### config.mk
export PLATFORM = sky130hd
export DESIGN_NAME = dmem_arbiter
export DESIGN_NICKNAME = d
export VERILOG_FILES = /design/src/rtl/dmem_arbiter.sv
export SDC_FILE = /design/constraint.sdc
export NUM_CORES = 1
export LEC_CHECK = 0
export ABC_AREA = 0
export BUFFER_PORTS_ARGS = -buffer_cell sky130_fd_sc_hd__buf_2
export CELL_PAD_IN_SITES_DETAIL_PLACEMENT = 1
export CELL_PAD_IN_SITES_GLOBAL_PLACEMENT = 1
export CORE_ASPECT_RATIO = 0.7
export CORE_MARGIN = 3
export CORE_UTILIZATION = 30
export CTS_BUF_LIST = sky130_fd_sc_hd__clkbuf_8
export DETAILED_ROUTE_END_ITERATION = 6
export PLACE_DENSITY = 0.75
export SETUP_SLACK_MARGIN = 0.1
export SLEW_MARGIN = 10
export SYNTH_ARGS = -nofsm -noshare
export SYNTH_HDL_FRONTEND = slang
export SYNTH_SLANG_ARGS = --single-unit
### constraint.sdc
create_clock -name clk -period 2 [get_ports clk]
set_input_delay 0.3 -clock clk [delete_from_list [all_inputs] [get_ports clk]]
set_output_delay 0.3 -clock clk [all_outputs]
set_load 0.02 [all_outputs]
### src/rtl/dmem_arbiter.sv
// Two-port (CPU/DMA) arbiter in front of a single-ported data memory: one access per 3 cycles.
// Grant/latch in IDLE, memory drive in ACCESS, one-cycle ack/err/rdata pulse in RESP.
module dmem_arbiter #(
  parameter int MEM_WORDS = 32
) (
  input  logic        clk,
  input  logic        reset_n,
  input  logic        p0_req,
  input  logic        p0_we,
  input  logic [2:0]  p0_type,
  input  logic [31:0] p0_addr,
  input  logic [31:0] p0_wdata,
  output logic        p0_ack,
  output logic        p0_err,
  output logic [31:0] p0_rdata,
  input  logic        p1_req,
  input  logic        p1_we,
  input  logic [2:0]  p1_type,
  input  logic [31:0] p1_addr,
  input  logic [31:0] p1_wdata,
  output logic        p1_ack,
  output logic        p1_err,
  output logic [31:0] p1_rdata,
  output logic        mem_write_en,
  output logic [2:0]  s_type,
  output logic [2:0]  l_type,
  output logic [31:0] mem_addr,
  output logic [31:0] mem_wdata,
  input  logic [31:0] mem_rdata
);

  typedef enum logic [1:0] {IDLE, ACCESS, RESP} state_t;

  localparam logic [31:0] ADDR_LIMIT = 32'(MEM_WORDS * 4);

  state_t      state_q;
  logic        last_grant_q, gnt_q;
  logic        we_q, err_q;
  logic [2:0]  type_q;
  logic [31:0] addr_q, wdata_q;
  logic        p0_ack_q, p0_err_q, p1_ack_q, p1_err_q;
  logic [31:0] p0_rdata_q, p1_rdata_q;

  logic        win_d, we_d, err_d, active;
  logic [2:0]  type_d;
  logic [31:0] addr_d, wdata_d, rd_d;

  function automatic logic bad_access(input logic we, input logic [2:0] ty, input logic [31:0] a);
    logic bad;
    bad = 1'b0;
    if (we) begin
      case (ty)
        3'b000:  bad = 1'b0;
        3'b001:  bad = a[0];
        3'b010:  bad = (a[1:0] != 2'b00);
        default: bad = 1'b1;
      endcase
    end else begin
      case (ty)
        3'b000, 3'b100: bad = 1'b0;
        3'b001, 3'b101: bad = a[0];
        3'b010:         bad = (a[1:0] != 2'b00);
        default:        bad = 1'b1;
      endcase
    end
    if (a >= ADDR_LIMIT) bad = 1'b1;
    return bad;
  endfunction

  // On a tie the port that did not win last time gets the grant.
  always_comb begin
    win_d   = (p0_req && p1_req) ? ~last_grant_q : p1_req;
    we_d    = win_d ? p1_we    : p0_we;
    type_d  = win_d ? p1_type  : p0_type;
    addr_d  = win_d ? p1_addr  : p0_addr;
    wdata_d = win_d ? p1_wdata : p0_wdata;
    err_d   = bad_access(we_d, type_d, addr_d);
    rd_d    = (err_q || we_q) ? 32'h0 : mem_rdata;
  end

  // Memory side decodes straight from the state register so reset kills the write at once.
  always_comb begin
    active       = (state_q == ACCESS) && !err_q;
    mem_write_en = active && we_q;
    mem_addr     = active ? addr_q  : 32'h0;
    mem_wdata    = active ? wdata_q : 32'h0;
    s_type       = active ? type_q  : 3'b000;
    l_type       = active ? type_q  : 3'b000;
  end

  always_ff @(posedge clk or negedge reset_n) begin
    if (!reset_n) begin
      state_q      <= IDLE;
      last_grant_q <= 1'b1;
      gnt_q        <= 1'b0;
      we_q         <= 1'b0;
      type_q       <= 3'b000;
      addr_q       <= 32'h0;
      wdata_q      <= 32'h0;
      err_q        <= 1'b0;
      p0_ack_q     <= 1'b0;
      p0_err_q     <= 1'b0;
      p0_rdata_q   <= 32'h0;
      p1_ack_q     <= 1'b0;
      p1_err_q     <= 1'b0;
      p1_rdata_q   <= 32'h0;
    end else begin
      case (state_q)
        IDLE: begin
          if (p0_req || p1_req) begin
            state_q      <= ACCESS;
            gnt_q        <= win_d;
            last_grant_q <= win_d;
            we_q         <= we_d;
            type_q       <= type_d;
            addr_q       <= addr_d;
            wdata_q      <= wdata_d;
            err_q        <= err_d;
          end
        end
        ACCESS: begin
          state_q    <= RESP;
          p0_ack_q   <= ~gnt_q;
          p0_err_q   <= ~gnt_q & err_q;
          p0_rdata_q <= gnt_q ? 32'h0 : rd_d;
          p1_ack_q   <= gnt_q;
          p1_err_q   <= gnt_q & err_q;
          p1_rdata_q <= gnt_q ? rd_d : 32'h0;
        end
        RESP: begin
          state_q    <= IDLE;
          p0_ack_q   <= 1'b0;
          p0_err_q   <= 1'b0;
          p0_rdata_q <= 32'h0;
          p1_ack_q   <= 1'b0;
          p1_err_q   <= 1'b0;
          p1_rdata_q <= 32'h0;
        end
        default: state_q <= IDLE;
      endcase
    end
  end

  assign p0_ack   = p0_ack_q;
  assign p0_err   = p0_err_q;
  assign p0_rdata = p0_rdata_q;
  assign p1_ack   = p1_ack_q;
  assign p1_err   = p1_err_q;
  assign p1_rdata = p1_rdata_q;

endmodule

==> flow_metrics.env <==
export IMPL_seq_area_frac_synth=0.532
export IMPL_dpl_cell_area_sq_um=8520
export IMPL_hold_ws_ns=0.121
export IMPL_cp_top_family="buffers and inverters"
export IMPL_max_freq_ghz=0.470
export IMPL_finalCriticalPeriod_ns=2.13
export IMPL_busiest_layer="met2"
export IMPL_antennaDiodeCount=0
export IMPL_fin_area_sq_um=9860
export IMPL_dieArea_sq_um=24000
export IMPL_coreArea_sq_um=21300
export IMPL_antenna_found_initial=3
export IMPL_synth_distinct_cells=33
export IMPL_tritoncts="yes"
export IMPL_routed_wl_um=24000
export IMPL_maxCapViolCount=0
export IMPL_critPathBufInv=4
export IMPL_async_flop_share=1.00
export IMPL_synth_edf_count=0
export IMPL_startpoint_type="flip-flop"
export IMPL_arrival_ns=1.83
export IMPL_clk_latency_ns=0.44
export IMPL_cts_sinks=141
export IMPL_setup_viol=71
export IMPL_slew_violations=0
export IMPL_gp_congestion=0.788
export IMPL_total_leakage_power_uw=0.00484
export IMPL_groute_layer_met2_usage=0.314
export IMPL_die_w_um=184
export IMPL_cpMaxStageDelayCell="dfrtp_1"
export IMPL_dp_final_hpwl_um=16800
export IMPL_most_common_layout_cells="238 x buf_2, 140 x dfrtp_1, 104 x nand2_1, 73 x buf_6, 70 x inv_1"
export IMPL_drc=0
export IMPL_grt_use_met1=0.250
export IMPL_slew_headroom=0.639
export IMPL_final_common_cell="buf_2"
export IMPL_path_class="reg -> out"
export IMPL_hold_viol_final=0
export IMPL_fin_nets=1170
export IMPL_areaGrowthSynthToFinish_pct=48.5
export IMPL_ir_drop_v=0.00110
export IMPL_cts_buffers=17
export IMPL_yosys_area_top_type="dfrtp_1"
export IMPL_synth_top_area_frac=0.528
export IMPL_synth_area_sq_um=6640
export IMPL_instances_no_fill=1283
export IMPL_avgViaCountPerCell=4.73
export IMPL_holdCritPathClass="in -> reg"
export IMPL_synthesis_nets=858
export IMPL_drive_gt1_frac=0.447
export IMPL_drtIter0Drc=323
export IMPL_chipHeight_um=130
export IMPL_status="complete, but fails checks"
export IMPL_cts_buffer_depth=2
export IMPL_violations="setup timing"
export IMPL_critPathMaxStageDelay_ns=0.41
export IMPL_track_usage=0.191
export IMPL_vias=6067
export IMPL_grt_pass1_wl_um=35500
export IMPL_path_cells="inv_2 > ha_4 > nor2b_4 > buf_12 > buf_16 > and2_4 > buf_6"
export IMPL_numPortBuffers=310
export IMPL_worst_pin_slew_ns=0.541
export IMPL_syn_mean_instance_area_sq_um=9.73
export IMPL_dp_cells=1236
export IMPL_synth_ff_latch_count=141
export IMPL_met3_usage=0.0578
export IMPL_grt_pass1_vias=6420
export IMPL_synth_flop_cell="dfrtp_1"
export IMPL_cts_max_level=4
export IMPL_num_rows=44
export IMPL_ios=311
export IMPL_initial_core_util=0.312
export IMPL_yosysWarningCount=0
export IMPL_drt_first_pass_iters=4
export IMPL_setup_tns_ns=-6.92
export IMPL_p_per_area_nw_per_um2=969
export IMPL_finalCritPeriodShare=1.06
export IMPL_pre_cts_ws_ns=0.115
export IMPL_clk_pin_slew_worst_paths_ns=0.10
export IMPL_rsz0062_at_grt="yes"
export IMPL_cp_end_kind="output port"
export IMPL_post_drt_wl_per_cell_um=18.7
export IMPL_yosys_top_cells_area="dfrtp_1 53%, mux2i_1 10%, and2_1 6.4%"
export IMPL_grt_ovfl_total=0
export IMPL_grt_max_degree=80
export IMPL_worstPathMaxFanout=7
export IMPL_skew_ns=0.0156
export IMPL_syn_instance_count=682
export IMPL_critPathRequiredTime_ns=1.70
export IMPL_cts_root_buf="clkbuf_8"
export IMPL_ant_nets=0
export IMPL_setup_slack_ns=-0.127
-- synthesized netlist by cell type, types with 2 or more instances --
| cell type | instances |
|---|---|
| nor2_1 | 3 |
| clkbuf_1 | 29 |
| a21oi_1 | 4 |
| buf_1 | 3 |
| dfrtp_1 | 140 |
| and2_1 | 68 |
| nor4_1 | 9 |
| nand2_1 | 104 |
| buf_2 | 5 |
| inv_1 | 71 |
| mux2i_1 | 68 |
| o21ai_1 | 50 |
| nand3_1 | 2 |
| buf_6 | 8 |
| o41ai_1 | 2 |
| o22ai_1 | 66 |
| buf_4 | 6 |
| nand4_1 | 2 |
| ha_1 | 4 |
| or4_1 | 3 |
| o21ai_0 | 23 |
-- per-stage QoR --
step            util  total power (uW)
6_report       0.464              9550
3_5_place_dp   0.401              7110
3_3_place_gp   0.401              6970
5_1_grt        0.464             10300
4_1_cts        0.446              9540
2_1_floorplan      -              6090
-- state kept, by name, summed over array words and instances (netlist names), 2 cells and up --
| name | cells |
|---|---|
| state_q | 2 |
| p0_rdata | 32 |
| addr_q | 32 |
| wdata_q | 32 |
| type_q | 3 |
| p1_rdata | 32 |
-- worst reg2reg max path, delay by kind of cell (launching register included) --
kind	cells	cell delay [ns]
flops	1	0.41
simple gates	1	0.40
buf+inv	3	0.39
fa+ha+maj	1	0.35
compound gates	1	0.17
-- cell families (layout without fill, tap and decap cells) --
logic type / Yosys count / count (layout) / synth area share
AOI/OAI and AO/OA: 152 / 152 / 0.132
adders and majority gates: 4 / 4 / 0.00754
buffers and inverters: 122 / 447 / 0.0824
DFF: 141 / 141 / 0.532
muxes: 68 / 68 / 0.103
and+or+nand+nor: 195 / 195 / 0.144
-- cell type report --
| class | instances | area, sq um |
|---|---|---|
| fillers | 2466 | 11400 |
| flip-flops and latches | 141 | 3530 |
| multi-input cells | 419 | 2770 |
| repair buffers | 344 | 2550 |
| well taps | 276 | 345 |
| inverters | 71 | 267 |
| clock buffers | 18 | 248 |
| clock inverters | 14 | 148 |
-- metal layers --
metal  wire, um  share of wire
met1      10600           0.44
met2      11200           0.47
met3       1850          0.077
met4        286          0.012
met5         36         0.0015
-- what timing repair did --
action,CTS,global route
pin swaps,14,38
gates resized for setup,143,82
setup endpoints to repair,71,139
cloned,3,5
setup buffers,5,1
hold endpoints to repair,46,0
hold buffers,1,0
-- where the power goes --
part           total (uW)  internal [uW]  switching [uW]
clock network        2340           1070            1270
logic                3150           1160            1990
registers            4050           3620             437
-- worst paths after layout --
path                                   startpoint                  endpoint  slack (ns)  cells after the start
max                        state_q[1]$_DFFE_PN0P_                 l_type[1]       -0.13                      7
min                                  mem_rdata[0]   p0_rdata[0]$_DFFE_PN0P_        0.12                      3
max reg2reg                state_q[0]$_DFFE_PN0P_  p0_rdata[30]$_DFFE_PN0P_        0.21                      6
min reg2reg                wdata_q[7]$_DFFE_PN0P_    wdata_q[7]$_DFFE_PN0P_        0.49                      2
max in group asynchronous                 reset_n  p0_rdata[10]$_DFFE_PN0P_        0.98                      3
min in group asynchronous                 reset_n    wdata_q[7]$_DFFE_PN0P_        0.39                      2
No activity file was read; power rests on OpenSTA's default activity.
